[config.mk]
export PLATFORM = sky130hd
export DESIGN_NAME = alloc_arbiter
export DESIGN_NICKNAME = d
export VERILOG_FILES = /design/src/rtl/alloc_defs.sv /design/src/rtl/alloc_arb_grant.sv /design/src/rtl/alloc_arbiter.sv
export SDC_FILE = /design/constraint.sdc
export NUM_CORES = 1
export LEC_CHECK = 0
export CORE_ASPECT_RATIO = 1.5
export CORE_MARGIN = 2
export CORE_UTILIZATION = 30
export DETAILED_ROUTE_END_ITERATION = 8
export DONT_BUFFER_PORTS = 1
export SLEW_MARGIN = 30
export SYNTH_ARGS = -nofsm -noshare
export SYNTH_HDL_FRONTEND = slang
export SYNTH_HIERARCHICAL = 1
export SYNTH_SLANG_ARGS = --single-unit
[constraint.sdc]
create_clock -name i_clk -period 5.2 [get_ports i_clk]
set_input_delay 0.78 -clock i_clk [delete_from_list [all_inputs] [get_ports i_clk]]
set_output_delay 0.78 -clock i_clk [all_outputs]
set_load 0.03 [all_outputs]
[src/rtl/alloc_defs.sv]
// Shared opcodes, reserved addresses and response record for the allocator front end.
package alloc_defs;

    typedef enum logic [1:0] {
        OP_ALLOC = 2'd0,
        OP_FREE  = 2'd1,
        OP_READ  = 2'd2,
        OP_WRITE = 2'd3
    } op_e;

    localparam logic [15:0] UNDEF    = 16'h0000;
    localparam logic [15:0] NIL      = 16'h0001;
    localparam logic [15:0] ERR_WORD = 16'hFFFF;

    typedef struct packed {
        logic valid;
        logic guard;
        op_e  op;
    } rec_t;

    // Address operands that can never name a live cell
    function automatic logic is_guarded(op_e op, logic [15:0] addr);
        return (op != OP_ALLOC) && ((addr == UNDEF) || (addr == NIL));
    endfunction

endpackage

[src/rtl/alloc_arb_grant.sv]
// Two-client grant: read/write pairing across clients, otherwise
// round-robin between A and B on contention.
module alloc_arb_grant
    import alloc_defs::*;
(
    input  logic        i_clk,
    input  logic        i_rst_n,
    input  logic        i_en,
    input  logic        i_a_valid,
    input  logic        i_b_valid,
    input  op_e         i_a_op,
    input  op_e         i_b_op,
    input  logic [15:0] i_a_addr,
    input  logic [15:0] i_b_addr,
    output logic        o_gnt_a,
    output logic        o_gnt_b
);

    logic prio_b;
    logic both;
    logic rw_pair;
    logic pair;

    always_comb begin
        both    = i_a_valid && i_b_valid;
        rw_pair = ((i_a_op == OP_READ) && (i_b_op == OP_WRITE)) ||
                  ((i_a_op == OP_WRITE) && (i_b_op == OP_READ));
        pair    = both && rw_pair && (i_a_addr != i_b_addr);
        o_gnt_a = 1'b0;
        o_gnt_b = 1'b0;
        if (i_en) begin
            unique case (1'b1)
                pair: begin
                    o_gnt_a = 1'b1;
                    o_gnt_b = 1'b1;
                end
                both && !pair: begin
                    o_gnt_a = !prio_b;
                    o_gnt_b = prio_b;
                end
                i_a_valid && !i_b_valid: o_gnt_a = 1'b1;
                i_b_valid && !i_a_valid: o_gnt_b = 1'b1;
                default: ;
            endcase
        end
    end

    // A lone grant hands priority to the client that was not served
    always_ff @(posedge i_clk or negedge i_rst_n) begin
        if (!i_rst_n) begin
            prio_b <= 1'b0;
        end else if (o_gnt_a ^ o_gnt_b) begin
            prio_b <= o_gnt_a;
        end
    end

endmodule

[src/rtl/alloc_arbiter.sv]
// Two-client request front end for the linked-memory allocator.
// Optional build macro: ALLOC_ARB_GUARD_EN (reject UNDEF/NIL operands).
module alloc_arbiter
    import alloc_defs::*;
#(
    parameter int ADDR_SZ = 8
) (
    input  logic        i_clk,
    input  logic        i_rst_n,
    input  logic        i_a_valid,
    output logic        o_a_ready,
    input  logic [1:0]  i_a_op,
    input  logic [15:0] i_a_addr,
    input  logic [15:0] i_a_data,
    output logic        o_a_resp,
    output logic [15:0] o_a_rdata,
    input  logic        i_b_valid,
    output logic        o_b_ready,
    input  logic [1:0]  i_b_op,
    input  logic [15:0] i_b_addr,
    input  logic [15:0] i_b_data,
    output logic        o_b_resp,
    output logic [15:0] o_b_rdata,
    output logic        o_alloc,
    output logic        o_free,
    output logic        o_rd,
    output logic        o_wr,
    output logic [15:0] o_data,
    output logic [15:0] o_addr,
    output logic [15:0] o_raddr,
    output logic [15:0] o_waddr,
    output logic [15:0] o_wdata,
    input  logic [15:0] i_alloc_addr,
    input  logic [15:0] i_alloc_rdata,
    input  logic        i_alloc_err,
    output logic        o_err
);

    localparam logic [15:0] AMASK = 16'((32'd1 << ADDR_SZ) - 32'd1);

    op_e  a_op;
    op_e  b_op;
    logic gnt_a;
    logic gnt_b;
    logic grd_a;
    logic grd_b;
    logic fwd_a;
    logic fwd_b;
    logic run;
    rec_t rec_a;
    rec_t rec_b;

    assign a_op = op_e'(i_a_op);
    assign b_op = op_e'(i_b_op);
    assign run  = i_rst_n && !o_err;

`ifdef ALLOC_ARB_GUARD_EN
    assign grd_a = is_guarded(a_op, i_a_addr);
    assign grd_b = is_guarded(b_op, i_b_addr);
`else
    assign grd_a = 1'b0;
    assign grd_b = 1'b0;
`endif

    alloc_arb_grant u_grant (
        .i_clk     (i_clk),
        .i_rst_n   (i_rst_n),
        .i_en      (run),
        .i_a_valid (i_a_valid),
        .i_b_valid (i_b_valid),
        .i_a_op    (a_op),
        .i_b_op    (b_op),
        .i_a_addr  (i_a_addr),
        .i_b_addr  (i_b_addr),
        .o_gnt_a   (gnt_a),
        .o_gnt_b   (gnt_b)
    );

    assign o_a_ready = gnt_a;
    assign o_b_ready = gnt_b;
    assign fwd_a     = gnt_a && !grd_a;
    assign fwd_b     = gnt_b && !grd_b;

    // Pairing only ever mixes READ with WRITE, so no strobe has two drivers
    always_comb begin
        o_alloc = 1'b0;
        o_free  = 1'b0;
        o_rd    = 1'b0;
        o_wr    = 1'b0;
        o_data  = UNDEF;
        o_addr  = UNDEF;
        o_raddr = UNDEF;
        o_waddr = UNDEF;
        o_wdata = UNDEF;
        if (fwd_a) begin
            unique case (a_op)
                OP_ALLOC: begin
                    o_alloc = 1'b1;
                    o_data  = i_a_data;
                end
                OP_FREE: begin
                    o_free = 1'b1;
                    o_addr = i_a_addr;
                end
                OP_READ: begin
                    o_rd    = 1'b1;
                    o_raddr = i_a_addr;
                end
                OP_WRITE: begin
                    o_wr    = 1'b1;
                    o_waddr = i_a_addr;
                    o_wdata = i_a_data;
                end
            endcase
        end
        if (fwd_b) begin
            unique case (b_op)
                OP_ALLOC: begin
                    o_alloc = 1'b1;
                    o_data  = i_b_data;
                end
                OP_FREE: begin
                    o_free = 1'b1;
                    o_addr = i_b_addr;
                end
                OP_READ: begin
                    o_rd    = 1'b1;
                    o_raddr = i_b_addr;
                end
                OP_WRITE: begin
                    o_wr    = 1'b1;
                    o_waddr = i_b_addr;
                    o_wdata = i_b_data;
                end
            endcase
        end
    end

    always_ff @(posedge i_clk or negedge i_rst_n) begin
        if (!i_rst_n) begin
            rec_a <= '0;
            rec_b <= '0;
            o_err <= 1'b0;
        end else begin
            rec_a <= '{valid: gnt_a, guard: grd_a, op: a_op};
            rec_b <= '{valid: gnt_b, guard: grd_b, op: b_op};
            o_err <= o_err | i_alloc_err | (gnt_a & grd_a) | (gnt_b & grd_b);
        end
    end

    function automatic logic [15:0] resp_word(rec_t r, logic [15:0] aaddr,
                                              logic [15:0] rdata);
        logic [15:0] w;
        w = UNDEF;
        if (r.guard) begin
            w = ERR_WORD;
        end else if (r.op == OP_ALLOC) begin
            w = aaddr & AMASK;
        end else if (r.op == OP_READ) begin
            w = rdata;
        end
        return w;
    endfunction

    // A rejected operand still reports back even though it raised o_err
    assign o_a_resp  = rec_a.valid && (!o_err || rec_a.guard);
    assign o_b_resp  = rec_b.valid && (!o_err || rec_b.guard);
    assign o_a_rdata = o_a_resp ? resp_word(rec_a, i_alloc_addr, i_alloc_rdata)
                                : UNDEF;
    assign o_b_rdata = o_b_resp ? resp_word(rec_b, i_alloc_addr, i_alloc_rdata)
                                : UNDEF;

endmodule

==> summary.md <==
| Metric | Value |
|---|---|
| Status | complete, no violations |
| Root Driver | clkbuf_16 |
| Dpl ws | 0.917 ns |
| Syn Nets | 465 |
| Final period utilization | 0.844 |
| # port buffers | 0 |
| Vias in the first global route | 2788 |
| Post-DP HPWL | 7010 µm |
| Row cnt | 43 |
| Synthesized area per cell | 7.74 µm² |
| Tmin final | 4.39 ns |
| Die outline area | 10100 µm² |
| Area grow syn2layout | 7.59% |
| Final Skew | 0.000935 ns |
| Clk slew on worst S/H paths | 0.03 ns |
| CTS-repair resized insts | 0 |
| CP endpoint kind | primary output |
| Fin nets | 457 |
| Sw Share | 0.221 |
| Synth top area cells | nand4_1 12%, dfrtp_1 7.2%, a31o_1 6.6% |
| #FFs+latches synth | 8 |
| Fillcell total | 997 |
| Global route overflow | 0 |
| Slowest stage cell, crit path | o21ai_4 |
| Final setup vio count | 0 |
| Mapped Area | 2790 µm² |
| Hold_buf cts | 0 |
| Die X | 82.7 µm |
| Sequential-to-total area share from yosys stat | 0.0718 |
| Peak supply drop | 0.0000842 V |
| Max Cap Violations | 0 |
| Routed vias/inst | 6.85 |
| Cell leakage power | 1.14 nW |
| DR pass1 iterations | 5 |
| CP Cell Sequence | nor2b_1 > nand3_1 > o21ai_4 > buf_4 > nand3b_2 > a31o_1 |
| YS warnings | 6 |
| CORE AREA | 9150 µm² |
| Aggregate routed wire length | 10300 µm |
| Gpl congestion | 0.839 |
| Largest net degree at the start of global routing | 87 |
| Clock sinks | 8 |
| Critical path peak fanout | 59 |
| Hold Path Class | in -> async |
| CTS tree | done |
| EDFF count, synth | 0 |
| Max Slew Vio Count | 0 |
| DRC Markers | 0 |
| Critical path's top delay family | compound AO/OA/AOI/OAI gates |
| Synth async-reset ratio | 1.00 |
| Commonest non-fill, non-tap cell in the layout | nand4_1 |
| First-pass GRT wire length | 14100 µm |
| Commonest non-fill, non-tap cells in the layout | 53 x nand4_1, 43 x buf_4, 23 x o31ai_1 |
| CP arrival | 3.61 ns |
| Max Root-Sink Buffers | 2 |
| Post-synthesis cell type count | 44 |
| Seq pwr share | 0.303 |
| Setup ws final | 0.813 ns |
| RSZ-0062 raised after global routing | false |
| Syn Inst Count | 360 |
| Placed insts | 459 |
| Layout cells sized above 1 | 0.229 |
| Internal | 200 µW |
| Ant diodes | 0 |
| DR WL/cell | 22.2 µm |
| Worst slew pin tran | 0.993 ns |
| Routed vias | 3166 |
| Slew headroom | 0.331 |
| PwrDens | 85.7 nW/µm² |
| CP required | 4.42 ns |
| Fin. Hold Viols | 0 |
| Die H | 122 µm |
| CP max stage delay | 0.68 ns |
| Yosys top cell by area | nand4_1 |
| WP buf/inv | 1 |
| Initial antenna violation count | 0 |
| Top cell type's share of synthesized area | 0.119 |
| Combinational power share | 0.207 |
| Critical path class | reg -> out |
| Initial Util | 0.305 |
| Skew-Pair Late Insertion Delay | 0.23 ns |
| Max frequency | 0.228 GHz |
| TNS Setup | 0 ns |
| Antenna viol nets, final | 0 |
| Clock power share | 0.491 |
| Total GRT Usage | 0.174 |
| H-tree lvl count | 1 |
| Worst setup SP type | flip-flop |
| I/O pin count | 226 |
| Number of buffers created by CTS | 3 |
| Ys flop type | dfrtp_1 |
| Iter 0 DRT Violations | 230 |
| Setup Buffers After CTS | 0 |
| Final std cells w/o fill | 462 |
| Net Switching | 56.9 µW |
==> power groups by stage <==
stage	Sequential (mW)	Combinational [mW]	Clock (mW)
2_1_floorplan	0.0726	0.0741	0
3_3_place_gp	0.0772	0.0505	0
3_5_place_dp	0.0782	0.0524	0
4_1_cts	0.0774	0.0529	0.128
5_1_grt	0.0794	0.0582	0.131
6_report	0.0777	0.0531	0.126
==> layout make-up <==
| type | instances | area (µm²) | share of cell area |
|---|---|---|---|
| inverters | 1 | 3.75 | 0.00125 |
| clock buffers | 3 | 75.1 | 0.0250 |
| multi-input cells | 295 | 2260 | 0.753 |
| repair buffers | 43 | 323 | 0.108 |
| well taps | 112 | 140 | 0.0467 |
| flip-flops and latches | 8 | 200 | 0.0668 |
==> registers in the layout, summed over array words and instances (netlist names) <==
| signal | count |
|---|---|
| rec_a | 3 |
| u_grant/prio_b | 1 |
| o_err | 1 |
| rec_b | 3 |
==> cell families (layout without fill, tap and decap cells) <==
family                 after synthesis  in the layout  share of synthesized area
AND/OR/NAND/NOR                    172            172                      0.434
AO/OA/AOI/OAI                       88             88                      0.251
buffers and inverters               57             47                      0.124
multiplexers                        18             18                     0.0656
XOR/XNOR                            17             17                     0.0534
flip-flops                           8              8                     0.0718
==> final timing paths <==
path | from | to | slack (ns) | cells past startpoint
hold / removal | i_rst_n | o_err | 0.25 | 0
min in group i_clk | i_a_op[0] | rec_a[0] | 0.58 | 0
setup reg to reg | o_err | rec_a[3] | 2.98 | 4
hold reg to reg | u_grant/prio_b | u_grant/prio_b | 0.71 | 2
max in group asynchronous | i_rst_n | u_grant/prio_b | 4.88 | 0
setup / recovery | o_err | o_raddr[5] | 0.81 | 6
==> Yosys cell counts (2+ instances only) <==
library cell   n
a31o_2        11
nor3b_1        2
nand2_1       17
buf_8          2
nor2_1        17
o31ai_1       23
clkbuf_1      12
and4b_1       16
nor2b_1        3
and3_1        16
or3b_2         2
o31ai_2        8
and4bb_2       3
mux2i_1       16
nand4b_1      16
and3b_1        2
nand2b_1       2
a31o_1        21
nand4_1       53
and4bb_1       2
o21ai_0       20
dfrtp_1        8
buf_2         26
nand3_1        3
o21bai_1       2
nor4bb_1      11
xnor2_1       17
buf_6          6
buf_4          8
==> layer usage <==
| layer | track usage | wire (µm) |
|---|---|---|
| met1 | 0.215 | 3970 |
| met2 | 0.324 | 5500 |
| met3 | 0.0126 | 694 |
| met4 | 0.0307 | 97 |
| met5 | 0 | 0 |
==> per-stage QoR <==
stage | hold WS [ns] | utilization | total power [mW] | area [µm²]
finish | 0.247 | 0.328 | 0.257 | 3000
global route | 0.241 | 0.328 | 0.269 | 3000
CTS | 0.243 | 0.328 | 0.258 | 3000
detailed placement | 0.485 | 0.320 | 0.131 | 2920
global placement | 0.485 | 0.320 | 0.128 | 2920
floorplan | 0.484 | - | 0.147 | 2790
Note: power is estimated with default switching activity, not from simulation.
